==> src/rtl/hwag_tooth_sync.sv <==
// Tooth-period measurement and missing-tooth synchronisation for the angle generator.
// Optional sync-error counter enabled by defining HWAG_TOOTH_SYNC_ERRCNT_EN.
module hwag_tooth_sync #(
    parameter int CNT_W   = 24,
    parameter int TOOTH_W = 8
) (
    input  logic               clk,
    input  logic               rst,
    input  logic               ena,
    input  logic               cap_edge,
    input  logic [TOOTH_W-1:0] teeth_total,
    output logic [CNT_W-1:0]   period,
    output logic [CNT_W-1:0]   period_prev,
    output logic [TOOTH_W-1:0] tooth_num,
    output logic               tooth_pulse,
    output logic               gap_pulse,
    output logic               sync,
    output logic               sync_err,
    output logic               stall,
    output logic [7:0]         err_cnt,
    output logic [1:0]         fsm_state
);

    typedef enum logic [1:0] {
        IDLE  = 2'd0,
        SEEK  = 2'd1,
        CHECK = 2'd2,
        SYNC  = 2'd3
    } state_t;

    state_t             state;
    logic [CNT_W-1:0]   pcnt;
    logic               per_valid;
    logic [CNT_W-1:0]   period_new;
    logic [CNT_W:0]     gap_limit;
    logic               is_gap;
    logic               pcnt_max;
    logic               at_end;

    // Gap when the new period exceeds 1.5x the last one; one extra bit avoids overflow.
    assign period_new = pcnt + 1'b1;
    assign gap_limit  = {1'b0, period} + {2'b00, period[CNT_W-1:1]};
    assign is_gap     = {1'b0, period_new} > gap_limit;
    assign pcnt_max   = &pcnt;
    assign at_end     = tooth_num >= teeth_total;
    assign fsm_state  = state;

    always_ff @(posedge clk) begin
        if (!rst || !ena) begin
            state       <= IDLE;
            pcnt        <= '0;
            per_valid   <= 1'b0;
            period      <= '0;
            period_prev <= '0;
            tooth_num   <= '0;
            tooth_pulse <= 1'b0;
            gap_pulse   <= 1'b0;
            sync        <= 1'b0;
            sync_err    <= 1'b0;
            stall       <= 1'b0;
        end else begin
            tooth_pulse <= 1'b0;
            gap_pulse   <= 1'b0;
            sync_err    <= 1'b0;
            if (state != IDLE && pcnt_max) begin
                // Engine stopped: drop lock and wait for the wheel to restart.
                state     <= IDLE;
                stall     <= 1'b1;
                sync      <= 1'b0;
                tooth_num <= '0;
                pcnt      <= '0;
            end else if (cap_edge) begin
                stall <= 1'b0;
                pcnt  <= '0;
                if (state == IDLE) begin
                    state     <= SEEK;
                    per_valid <= 1'b0;
                end else begin
                    tooth_pulse <= 1'b1;
                    period      <= period_new;
                    period_prev <= period;
                    per_valid   <= 1'b1;
                    case (state)
                        SEEK: begin
                            if (per_valid && is_gap) begin
                                gap_pulse <= 1'b1;
                                tooth_num <= TOOTH_W'(1);
                                state     <= CHECK;
                            end
                        end
                        default: begin
                            // CHECK and SYNC share the gap-position rules.
                            if (at_end) begin
                                if (is_gap) begin
                                    gap_pulse <= 1'b1;
                                    tooth_num <= TOOTH_W'(1);
                                    state     <= SYNC;
                                    sync      <= 1'b1;
                                end else begin
                                    sync_err  <= 1'b1;
                                    tooth_num <= '0;
                                    state     <= SEEK;
                                    sync      <= 1'b0;
                                end
                            end else if (is_gap) begin
                                gap_pulse <= 1'b1;
                                sync_err  <= 1'b1;
                                tooth_num <= TOOTH_W'(1);
                                state     <= CHECK;
                                sync      <= 1'b0;
                            end else begin
                                tooth_num <= tooth_num + 1'b1;
                            end
                        end
                    endcase
                end
            end else if (state != IDLE) begin
                pcnt <= pcnt + 1'b1;
            end
        end
    end

`ifdef HWAG_TOOTH_SYNC_ERRCNT_EN
    always_ff @(posedge clk) begin
        if (!rst || !ena) begin
            err_cnt <= '0;
        end else if (sync_err && err_cnt != 8'hFF) begin
            err_cnt <= err_cnt + 1'b1;
        end
    end
`else
    assign err_cnt = '0;
`endif

endmodule

==> config.mk <==
export PLATFORM = sky130hd
export DESIGN_NAME = hwag_tooth_sync
export DESIGN_NICKNAME = d
export VERILOG_FILES = /design/src/rtl/hwag_tooth_sync.sv
export SDC_FILE = /design/constraint.sdc
export NUM_CORES = 1
export LEC_CHECK = 0
export BUFFER_PORTS_ARGS = -buffer_cell sky130_fd_sc_hd__clkbuf_2
export CORE_MARGIN = 5
export CORE_UTILIZATION = 45
export CTS_CLUSTER_DIAMETER = 60
export DETAILED_ROUTE_END_ITERATION = 12
export PLACE_DENSITY = 0.65
export SLEW_MARGIN = 20
export SYNTH_ARGS = -nofsm -noshare
export SYNTH_HDL_FRONTEND = slang
export SYNTH_SLANG_ARGS = --single-unit
==> constraint.sdc <==
create_clock -name clk -period 12 [get_ports clk]
set_input_delay 0 -clock clk [delete_from_list [all_inputs] [get_ports clk]]
set_output_delay 0 -clock clk [all_outputs]
set_load 0.05 [all_outputs]
==> flow_summary.json, run 1 <==
{
  "start_kind": "flop",
  "cts.repair.resized": 0,
  "final_cell_mix": "nand2_1, dfxtp_1, nor2_1, clkbuf_2, a21oi_1",
  "yosys.area_share.simple_pct": 23.5,
  "chipWidth_um": 124,
  "drtAntennaViolNets": 0,
  "required_ns": 12.24,
  "maxSlewHeadroom_pct": 29.7,
  "fin_crit_ns": 4.97,
  "fin_skew_ns": 0.00784,
  "num_rows": 41,
  "vias_per_cell": 5.35,
  "numClockSinks": 88,
  "diodes": 0,
  "ys_ff_latch": 88,
  "tritoncts": "done",
  "power_density_nw_per_um2": 90.5,
  "synth_area_um2": 5820,
  "drc": 0,
  "synthFlopType": "dfxtp_1",
  "die_y_um": 124,
  "cts_setup_buffers": 0,
  "drive_above_1_share_pct": 15.2,
  "ctsHtreeMaxLevel": 3,
  "r2r_cells": 22,
  "start_util_pct": 45.9,
  "antenna_found_initial": 0,
  "fmax_mhz": 201,
  "avgSynthCellArea_um2": 8.04,
  "area_delta_synth_final_pct": 13.5,
  "synth_top_family_by_area": "simple AND/OR/NAND/NOR gates",
  "whs_path_depth": 3,
  "arrival_ns": 5.22,
  "cts_buffer_depth": 2,
  "clk_latency_ns": 0.35,
  "min_to": "fsm_state[1]",
  "rsz0062_at_grt": "no",
  "synth-edff-count": 0,
  "final_common_cell": "nand2_1",
  "fp.dieArea_um2": 15300,
  "track_usage_pct": 19.2,
  "status": "completed",
  "cts_hold_buf": 3,
  "place_congestion": 0.891,
  "dpl.hpwl_mm": 10.4,
  "worstReg2RegStart": "period[1]",
  "syn_inst": 724,
  "synth_compound_area_share_pct": 17.2,
  "cp-end-kind": "flop",
  "maxSlewViolCount": 0,
  "ys_seq_area_share_pct": 30.3,
  "timing.final.crit_share_pct": 41.4,
  "ys_types": 66,
  "final_nets": 860,
  "clk_pin_slew_ns": 0.06,
  "drv_cap": 0,
  "portBuffers": 74,
  "reg2reg_to": "sync",
  "irDropWorstVdd_uv": 63.0,
  "synth_xor_area_share_pct": 10.4,
  "fin_setup_tns_ns": 0,
  "synthMuxAreaShare_pct": 0.172,
  "numCtsBuffers": 9,
  "drtIter0Drc": 320,
  "vias": 5141,
  "finalWirelength_mm": 14.0,
  "r2r_setup_slack_ns": 7.03,
  "yosys_warnings": 0,
  "setup_viol": 0,
  "synth_fa_ha_area_share_pct": 13.7,
  "holdCritStartpoint": "cap_edge",
  "core_area_um2": 12700,
  "wire_per_inst_um": 14.6,
  "p_leak_nw": 2.77,
  "hold_viol_final": 0,
  "async_flop_share_pct": 0,
  "first_pass_iters": 4,
  "grt_pass1_wl_mm": 23.5,
  "grt_pass1_vias": 4857,
  "hold_path.class": "in -> reg",
  "cts_root_buf": "clkbuf_16",
  "tightestPinTransition_ns": 1.05,
  "crit_type": "reg -> reg",
  "grt_max_degree": 53,
  "grt_overflow": 0,
  "cp_max_fo": 6,
  "postLayoutCoreUtil_pct": 52.1,
  "io_pins": 83
}
layer usage:
metal	wire length, um	share of wire [%]	vias to the layer above	GRT usage (%)
li1	-	-	2626	-
met1	6910	49	2410	27.1
met2	6110	44	84	28.9
met3	656	4.7	21	3.22
met4	321	2.3	0	8.24
met5	0	0	-	0
final cells by class:
class,count,area (um^2)
clock buffer,12,256
clock inverter,3,17.5
fill,1241,6070
inverter,24,90.1
multi-input combinational,583,3830
sequential,88,1760
tap,172,215
timing repair buffer,79,435
sequential cells by signal, summed over array words and instances, names as in the netlist, 2 cells and up:
name	flops
fsm_state	2
pcnt	24
tooth_num	8
period	24
period_prev	24
logic make-up after synthesis:
group,after synthesis
flip-flops,88
buffers and inverters,60
AO/OA/AOI/OAI,152
adder cells (fa/ha/maj),63
XOR/XNOR,69
multiplexers,1
other,1
AND/OR/NAND/NOR,290
synth_stat cells (all sizes together), types with 2 or more instances:
library cell  instances  share of area [%]
nand2b                6               0.65
a22o                  2               0.30
and3                  7               0.84
a31oi                 2               0.22
dfxtp                88                 30
or2                   6               0.65
xnor2                36                5.4
nand2               117                7.5
nand3                26                2.6
inv                  24                1.5
nand4                14                1.5
o22ai                 2               0.22
nor2                 77                5.1
o21bai                4               0.52
a21o                 12                1.5
or3                   7               0.84
o221a                 2               0.39
a2111oi               3               0.88
o2111ai               3               0.45
o21ai                22                2.0
a21oi                64                5.5
xor2                 33                5.0
and2                  4               0.43
o21ba                 2               0.34
buf                  20                2.1
o21a                  7               0.90
a211oi                8                1.2
ha                   62                 13
clkbuf               16                1.0
o211ai                6               0.77
nor3                 17                1.5
nor4                  3               0.84
and4                  2               0.30
nor2b                 2               0.22
through the flow:
stage                     setup WS (ns)  cell area (um^2)  std cells  power [mW]  hold WS (ns)
after floorplan                    7.22              5840        731       0.333         0.140
after global placement             7.22              6270        942       0.339         0.279
after detailed placement           7.07              6270        942       0.340         0.292
after CTS                          7.03              6580        960       0.605        0.0764
after global routing               6.65              6610        961       0.620         0.103
final                              7.03              6610        961       0.598        0.0924
critical path: stages, from the launching register on:
cell and delay (ns):
dfxtp_1 0.38, ha_1 0.26, fa_1 0.44, a211oi_2 0.24, or3_1 0.17, nand3_1 0.13
a32o_2 0.33, o31a_1 0.28, a21o_1 0.18, a21oi_1 0.19, xor2_1 0.10, ha_1 0.29
o21ai_0 0.10, o211ai_1 0.20, a41o_1 0.21, nand4_1 0.17, a211oi_2 0.36, inv_1 0.12
ha_1 0.21, inv_1 0.09, and3_1 0.18, mux2i_1 0.19, nor2_1 0.05
worst max-delay path by stage:
stage | start | slack, ns | cells past startpoint | endpoint
2_1_floorplan | period[1] | 7.22 | 22 | sync
3_3_place_gp | period[1] | 7.22 | 22 | sync
3_5_place_dp | period[1] | 7.07 | 22 | sync
4_1_cts | period[1] | 7.03 | 22 | sync
5_1_grt | period[1] | 6.65 | 22 | sync
6_report | period[1] | 7.03 | 22 | sync
where the power goes:
| part | leakage [nW] | switching (mW) | internal [mW] |
|---|---|---|---|
| clock network | 0.134 | 0.114 | 0.150 |
| registers | 0.709 | 0.00123 | 0.293 |
| logic | 1.93 | 0.0290 | 0.0112 |
Note: power is estimated with default switching activity, not from simulation.
==> run 2: changes to the inputs <==
--- a/config.mk
+++ b/config.mk
@@ -10,7 +10,7 @@
 export CORE_UTILIZATION = 45
 export CTS_CLUSTER_DIAMETER = 60
 export DETAILED_ROUTE_END_ITERATION = 12
-export PLACE_DENSITY = 0.65
+export PLACE_DENSITY = 0.68
 export SLEW_MARGIN = 20
 export SYNTH_ARGS = -nofsm -noshare
 export SYNTH_HDL_FRONTEND = slang
==> constraint.sdc (replaced) <==
create_clock -name clk -period 4.2 [get_ports clk]
set_input_delay 0 -clock clk [delete_from_list [all_inputs] [get_ports clk]]
set_output_delay 0 -clock clk [all_outputs]
set_load 0.05 [all_outputs]
==> run 2 against run 1 <==
The flow now finishes with violations (negative setup slack). Sequential power rose to 2.9 times the previous value. Register-to-register slack worse by 7.2 ns. First-iteration DRC count down 20%. Critical path depth up 4. Worst hold slack better by 0.012 ns. Power rose to 3.0 times the previous value. Combinational power rose to 3.3 times the previous value. Count of clock-buffer cells in the layout unchanged.
==> flow_summary.json, run 2 (synthesis gave the netlist of run 1 again) <==
{
  "whs_path_depth": 4,
  "io_pins": 83,
  "status": "complete, but fails checks",
  "multi_input_area_um2": 3960,
  "finalWirelength_mm": 15.3,
  "intPower_mw": 1.39,
  "fp.dieArea_um2": 15300,
  "fin_crit_ns": 4.41,
  "fmax_mhz": 227,
  "sequentialPowerShare_pct": 46.3,
  "rsz0062_at_grt": "yes",
  "crit_path_top_delay_cell": "fa_2",
  "hold_path.class": "in -> reg",
  "violations": "negative setup slack",
  "start_util_pct": 45.9,
  "clk_pin_slew_ns": 0.06,
  "maxSlewViolCount": 0,
  "track_usage_pct": 20.5,
  "required_ns": 4.44,
  "min_to": "per_valid",
  "clk_latency_ns": 0.35,
  "antenna_found_initial": 0,
  "tritoncts": "done",
  "final_cell_mix": "nand2_1, dfxtp_1, clkbuf_2",
  "grt_pass1_wl_mm": 25.1,
  "r2r_setup_slack_ns": -0.21,
  "clkPwrFrac_pct": 46.3,
  "regArea_um2": 1780,
  "arrival_ns": 4.65,
  "grt_pass1_vias": 5298,
  "wire_per_inst_um": 15.2,
  "setup_viol": 11,
  "portBuffers": 74,
  "switchingPower_uw": 417,
  "ctsHtreeMaxLevel": 3,
  "grt_overflow": 0,
  "vias": 5418,
  "drv_cap": 0,
  "place_ws_ns": -0.328,
  "numCtsBuffers": 9,
  "filler_cell_count": 1176,
  "irDropWorstVdd_uv": 245,
  "final_nets": 904,
  "r2r_cells": 26,
  "p_leak_nw": 3.05,
  "final_cell_area_um2": 7160,
  "area_delta_synth_final_pct": 23.0,
  "cp_slowest_stage_delay_ns": 0.41,
  "power_density_nw_per_um2": 253,
  "core_area_um2": 12700,
  "cp-end-kind": "flop",
  "vias_per_cell": 5.39,
  "drc": 0,
  "maxSlewHeadroom_pct": 35.0,
  "timing.final.crit_share_pct": 105,
  "cp_max_fo": 3,
  "die_y_um": 124,
  "diodes": 0,
  "reg2reg_to": "sync",
  "cts_root_buf": "clkbuf_16",
  "dpl.hpwl_mm": 11.5,
  "hold_viol_final": 0,
  "holdCritStartpoint": "cap_edge",
  "drive_above_1_share_pct": 24.2,
  "swShare_pct": 23.0,
  "final_common_cell": "nand2_1",
  "worstReg2RegStart": "period[1]",
  "num_rows": 41,
  "first_pass_iters": 4,
  "numClockSinks": 88,
  "start_kind": "flop",
  "fin_skew_ns": 0.00805,
  "crit_type": "reg -> reg",
  "place_congestion": 0.950,
  "grt_max_degree": 52,
  "cts_buffer_depth": 2,
  "worst_slack_ns": -0.208,
  "placedInstanceArea_um2": 6580,
  "tightestPinTransition_ns": 0.971,
  "crit_top_cell": "buf_4",
  "top_regs": "pcnt (24), period (24), period_prev (24)",
  "drtAntennaViolNets": 0,
  "drtIter0Drc": 257,
  "chipWidth_um": 124,
  "p_comb_share_pct": 7.4
}
[run 2: critical path: cells and delay by family, from the launching register on]
family	cells	cell delay, ns
AO/OA/AOI/OAI	8	1.42
buffers and inverters	11	1.09
AND/OR/NAND/NOR	2	0.23
multiplexers	1	0.18
adder cells (fa/ha/maj)	3	0.91
XOR/XNOR	1	0.09
flip-flops	1	0.36
[run 2: routing by layer]
metal / vias to the layer above / GRT usage (%) / wire length, um / share of wire (%)
met5: - / 0 / 0 / 0
met4: 0 / 6.02 / 247 / 1.6
met3: 24 / 5.59 / 805 / 5.3
met2: 122 / 33.8 / 7090 / 46
met1: 2557 / 26.3 / 7120 / 47
li1: 2715 / - / - / -
[run 2: final cells by class]
cell class	count	share of cell area (%)
tap	172	3.01
inverter	24	1.26
clock inverter	4	0.717
multi-input combinational	583	55.4
sequential	88	24.9
clock buffer	12	3.74
timing repair buffer	123	11.0
[run 2: metrics by stage]
| stage | hold slack (ns) | instances | TNS [ns] | utilization [%] | total power [mW] |
|---|---|---|---|---|---|
| after floorplan | 0.140 | 731 | -0.491 | - | 0.951 |
| after global placement | 0.268 | 973 | -1.76 | 51.9 | 0.978 |
| after detailed placement | 0.282 | 973 | -3.02 | 51.9 | 0.981 |
| after CTS | 0.0883 | 1003 | -1.46 | 55.8 | 1.83 |
| after global routing | 0.126 | 1006 | -3.71 | 56.5 | 1.88 |
| final | 0.105 | 1006 | -1.63 | 56.5 | 1.81 |
[run 2: power by group through the flow]
stage          logic [mW]  clock network [mW]  registers [mW]
2_1_floorplan      0.0864                   0           0.865
3_3_place_gp        0.120                   0           0.858
3_5_place_dp        0.123                   0           0.858
4_1_cts             0.129               0.862           0.839
5_1_grt             0.147               0.898           0.839
6_report            0.134               0.839           0.839
[run 2: worst max-delay path by stage]
stage,slack [ns],from,to
2_1_floorplan,-0.23,period[1],sync
3_3_place_gp,-0.22,period[1],tooth_num[5]
3_5_place_dp,-0.33,period[1],tooth_num[4]
6_report,-0.21,period[1],sync
5_1_grt,-0.39,period[1],sync
4_1_cts,-0.17,period[1],tooth_num[4]
[run 2: timing repair]
action / 4_1_cts / 5_1_grt
endpoints found under the hold margin: 3 / 0
hold buffers: 3 / 0
pin swaps: 30 / 15
endpoints found under the setup margin: 12 / 13
buffers inserted: 12 / 2
gates resized for setup: 12 / 11
==> run 3: changes to the inputs <==
--- a/config.mk
+++ b/config.mk
@@ -6,11 +6,13 @@
 export NUM_CORES = 1
 export LEC_CHECK = 0
 export BUFFER_PORTS_ARGS = -buffer_cell sky130_fd_sc_hd__clkbuf_2
+export CELL_PAD_IN_SITES_DETAIL_PLACEMENT = 1
+export CELL_PAD_IN_SITES_GLOBAL_PLACEMENT = 1
 export CORE_MARGIN = 5
-export CORE_UTILIZATION = 45
+export CORE_UTILIZATION = 39
 export CTS_CLUSTER_DIAMETER = 60
 export DETAILED_ROUTE_END_ITERATION = 12
-export PLACE_DENSITY = 0.68
+export PLACE_DENSITY_LB_ADDON = 0.1
 export SLEW_MARGIN = 20
 export SYNTH_ARGS = -nofsm -noshare
 export SYNTH_HDL_FRONTEND = slang
==> constraint.sdc (replaced) <==
create_clock -name clk -period 4.2 [get_ports clk]
set_input_delay 0.42 -clock clk [delete_from_list [all_inputs] [get_ports clk]]
set_output_delay 0.42 -clock clk [all_outputs]
set_load 0.05 [all_outputs]
==> run 3 against run 2 <==
The run still ends with negative setup slack left. Power up 4.2%. Via count up 2.2%. Clock power up 8.0%. Worst setup slack worse by 0.083 ns. Non-clock buffer count up 20. Sequential share of layout area down 0.52 points. Largest power group is now clock. Count of clock-buffer cells in the layout down 1. Sequential power about the same.
==> flow_summary.json, run 3 (synthesis gave the netlist of run 1 again) <==
{
  "numClockSinks": 88,
  "sequentialPowerShare_pct": 44.4,
  "numCtsBuffers": 9,
  "start_util_pct": 39.9,
  "antenna_found_initial": 0,
  "area_delta_synth_final_pct": 25.6,
  "grt.met1_usage_pct": 24.7,
  "regArea_um2": 1780,
  "hold_path.class": "in -> reg",
  "vias_per_cell": 5.34,
  "placedInstanceArea_um2": 6790,
  "clk_latency_ns": 0.35,
  "start_kind": "flop",
  "crit_path_top_delay_cell": "dfxtp_4",
  "first_pass_iters": 4,
  "grt_max_degree": 52,
  "final_common_cell": "nand2_1",
  "grt_overflow": 0,
  "path_cells": "ha_4 > fa_2 > a211oi_2 > or3_4 > nand3_4 > a32o_2 > o31a_1 > a21o_1 > a21oi_2 > xor2_1 > ha_1 > nand4_1 > o211ai_1 > a41o_1 > nand4_1 > a211oi_2 > inv_1 > ha_2 > inv_2 > and3_4 > mux2i_1 > nor2_1",
  "place_ws_ns": -0.377,
  "setup_viol": 12,
  "violations": "negative setup slack",
  "dp_cells": 1013,
  "cts_root_buf": "clkbuf_16",
  "postLayoutCoreUtil_pct": 50.1,
  "drive_above_1_share_pct": 26.6,
  "worst_slack_ns": -0.291,
  "required_ns": 4.44,
  "finalWirelength_mm": 17.8,
  "fmax_mhz": 223,
  "busiest_layer": "met2",
  "drtIter0Drc": 263,
  "whs_path_depth": 2,
  "irDropWorstVdd_uv": 174,
  "p_leak_nw": 3.16,
  "dpl.hpwl_mm": 13.3,
  "arrival_ns": 4.73,
  "fin_crit_ns": 4.49,
  "final_cell_area_um2": 7310,
  "filler_cell_count": 1786,
  "tightestPinTransition_ns": 0.892,
  "grt_pass1_vias": 5899,
  "diodes": 0,
  "io_pins": 83,
  "multi_input_area_um2": 3980,
  "maxSlewHeadroom_pct": 40.5,
  "cp_max_fo": 4,
  "r2r_cells": 22,
  "cp_slowest_stage_delay_ns": 0.37,
  "cp-end-kind": "flop",
  "die_y_um": 132,
  "portBuffers": 74,
  "instances_no_fill": 1038,
  "fin_setup_tns_ns": -2.29,
  "ctsHtreeMaxLevel": 3,
  "drc": 0,
  "reg2reg_to": "sync",
  "vias": 5539,
  "swShare_pct": 23.7,
  "crit_buf_inv": 2,
  "power_density_nw_per_um2": 258,
  "status": "complete, but fails checks",
  "switchingPower_uw": 448,
  "cts_buffer_depth": 2,
  "crit_type": "reg -> reg",
  "clkPwrFrac_pct": 48.0,
  "hold_viol_final": 0,
  "grt_pass1_wl_mm": 29.2,
  "drtAntennaViolNets": 0,
  "wire_per_inst_um": 17.2,
  "min_to": "period[23]",
  "core_area_um2": 14600,
  "top_regs": "pcnt (24), period (24), period_prev (24)",
  "tritoncts": "done",
  "rsz0062_at_grt": "yes",
  "maxSlewViolCount": 0,
  "use_met2_pct": 35.7,
  "p_comb_share_pct": 7.6,
  "drv_cap": 0,
  "gr-usage-met3_pct": 2.86,
  "cpLargestDelayFamily": "compound AO/OA/AOI/OAI gates",
  "holdCritStartpoint": "ena",
  "fp.dieArea_um2": 17500,
  "final_nets": 924,
  "place_congestion": 0.884,
  "intPower_mw": 1.44,
  "track_usage_pct": 20.0,
  "r2r_setup_slack_ns": -0.29,
  "fin_skew_ns": 0.00929,
  "worstReg2RegStart": "period[1]",
  "clk_pin_slew_ns": 0.06,
  "num_rows": 44,
  "timing.final.crit_share_pct": 107,
  "final_cell_mix": "nand2_1, dfxtp_1, clkbuf_2",
  "chipWidth_um": 132
}
run 3: through the flow:
stage,power (mW),hold WS (ns)
final,1.89,0.352
after global routing,1.95,0.359
after CTS,1.90,0.343
after detailed placement,0.986,0.448
after global placement,0.981,0.441
after floorplan,0.951,0.456
run 3: area by class of cell:
| type | instances | area share, % |
|---|---|---|
| inverter | 24 | 1.23 |
| multi-input combinational | 583 | 54.4 |
| timing repair buffer | 143 | 12.3 |
| clock buffer | 11 | 3.47 |
| sequential | 88 | 24.4 |
| clock inverter | 5 | 1.06 |
| tap | 184 | 3.15 |
run 3: power by group through the flow:
stage / Sequential (mW) / Clock, mW / Combinational [mW]
2_1_floorplan: 0.865 / 0 / 0.0864
3_3_place_gp: 0.858 / 0 / 0.124
3_5_place_dp: 0.858 / 0 / 0.129
4_1_cts: 0.839 / 0.928 / 0.134
5_1_grt: 0.839 / 0.956 / 0.156
6_report: 0.839 / 0.906 / 0.143
run 3: metal layers:
| metal | share of wire (%) | vias up | wire length (um) |
|---|---|---|---|
| met3 | 2.9 | 22 | 515 |
| met1 | 45 | 2698 | 7980 |
| li1 | - | 2748 | - |
| met5 | 0 | - | 0 |
| met2 | 51 | 71 | 9020 |
| met4 | 1.8 | 0 | 317 |
run 3: worst max-delay path by stage:
stage	startpoint	end	slack, ns	cells past startpoint
floorplan	period[1]	sync	-0.23	22
global placement	period[1]	tooth_num[5]	-0.23	20
detailed placement	period[1]	tooth_num[5]	-0.38	20
CTS	period[1]	tooth_num[3]	-0.28	21
global route	period[1]	sync	-0.51	22
finish	period[1]	sync	-0.29	22
run 3: what timing repair did:
item	in CTS	in global routing
hold buffers	0	0
gates cloned	0	0
setup buffers	4	6
setup endpoints to repair	13	13
pin swaps	11	15
resized for setup	8	16
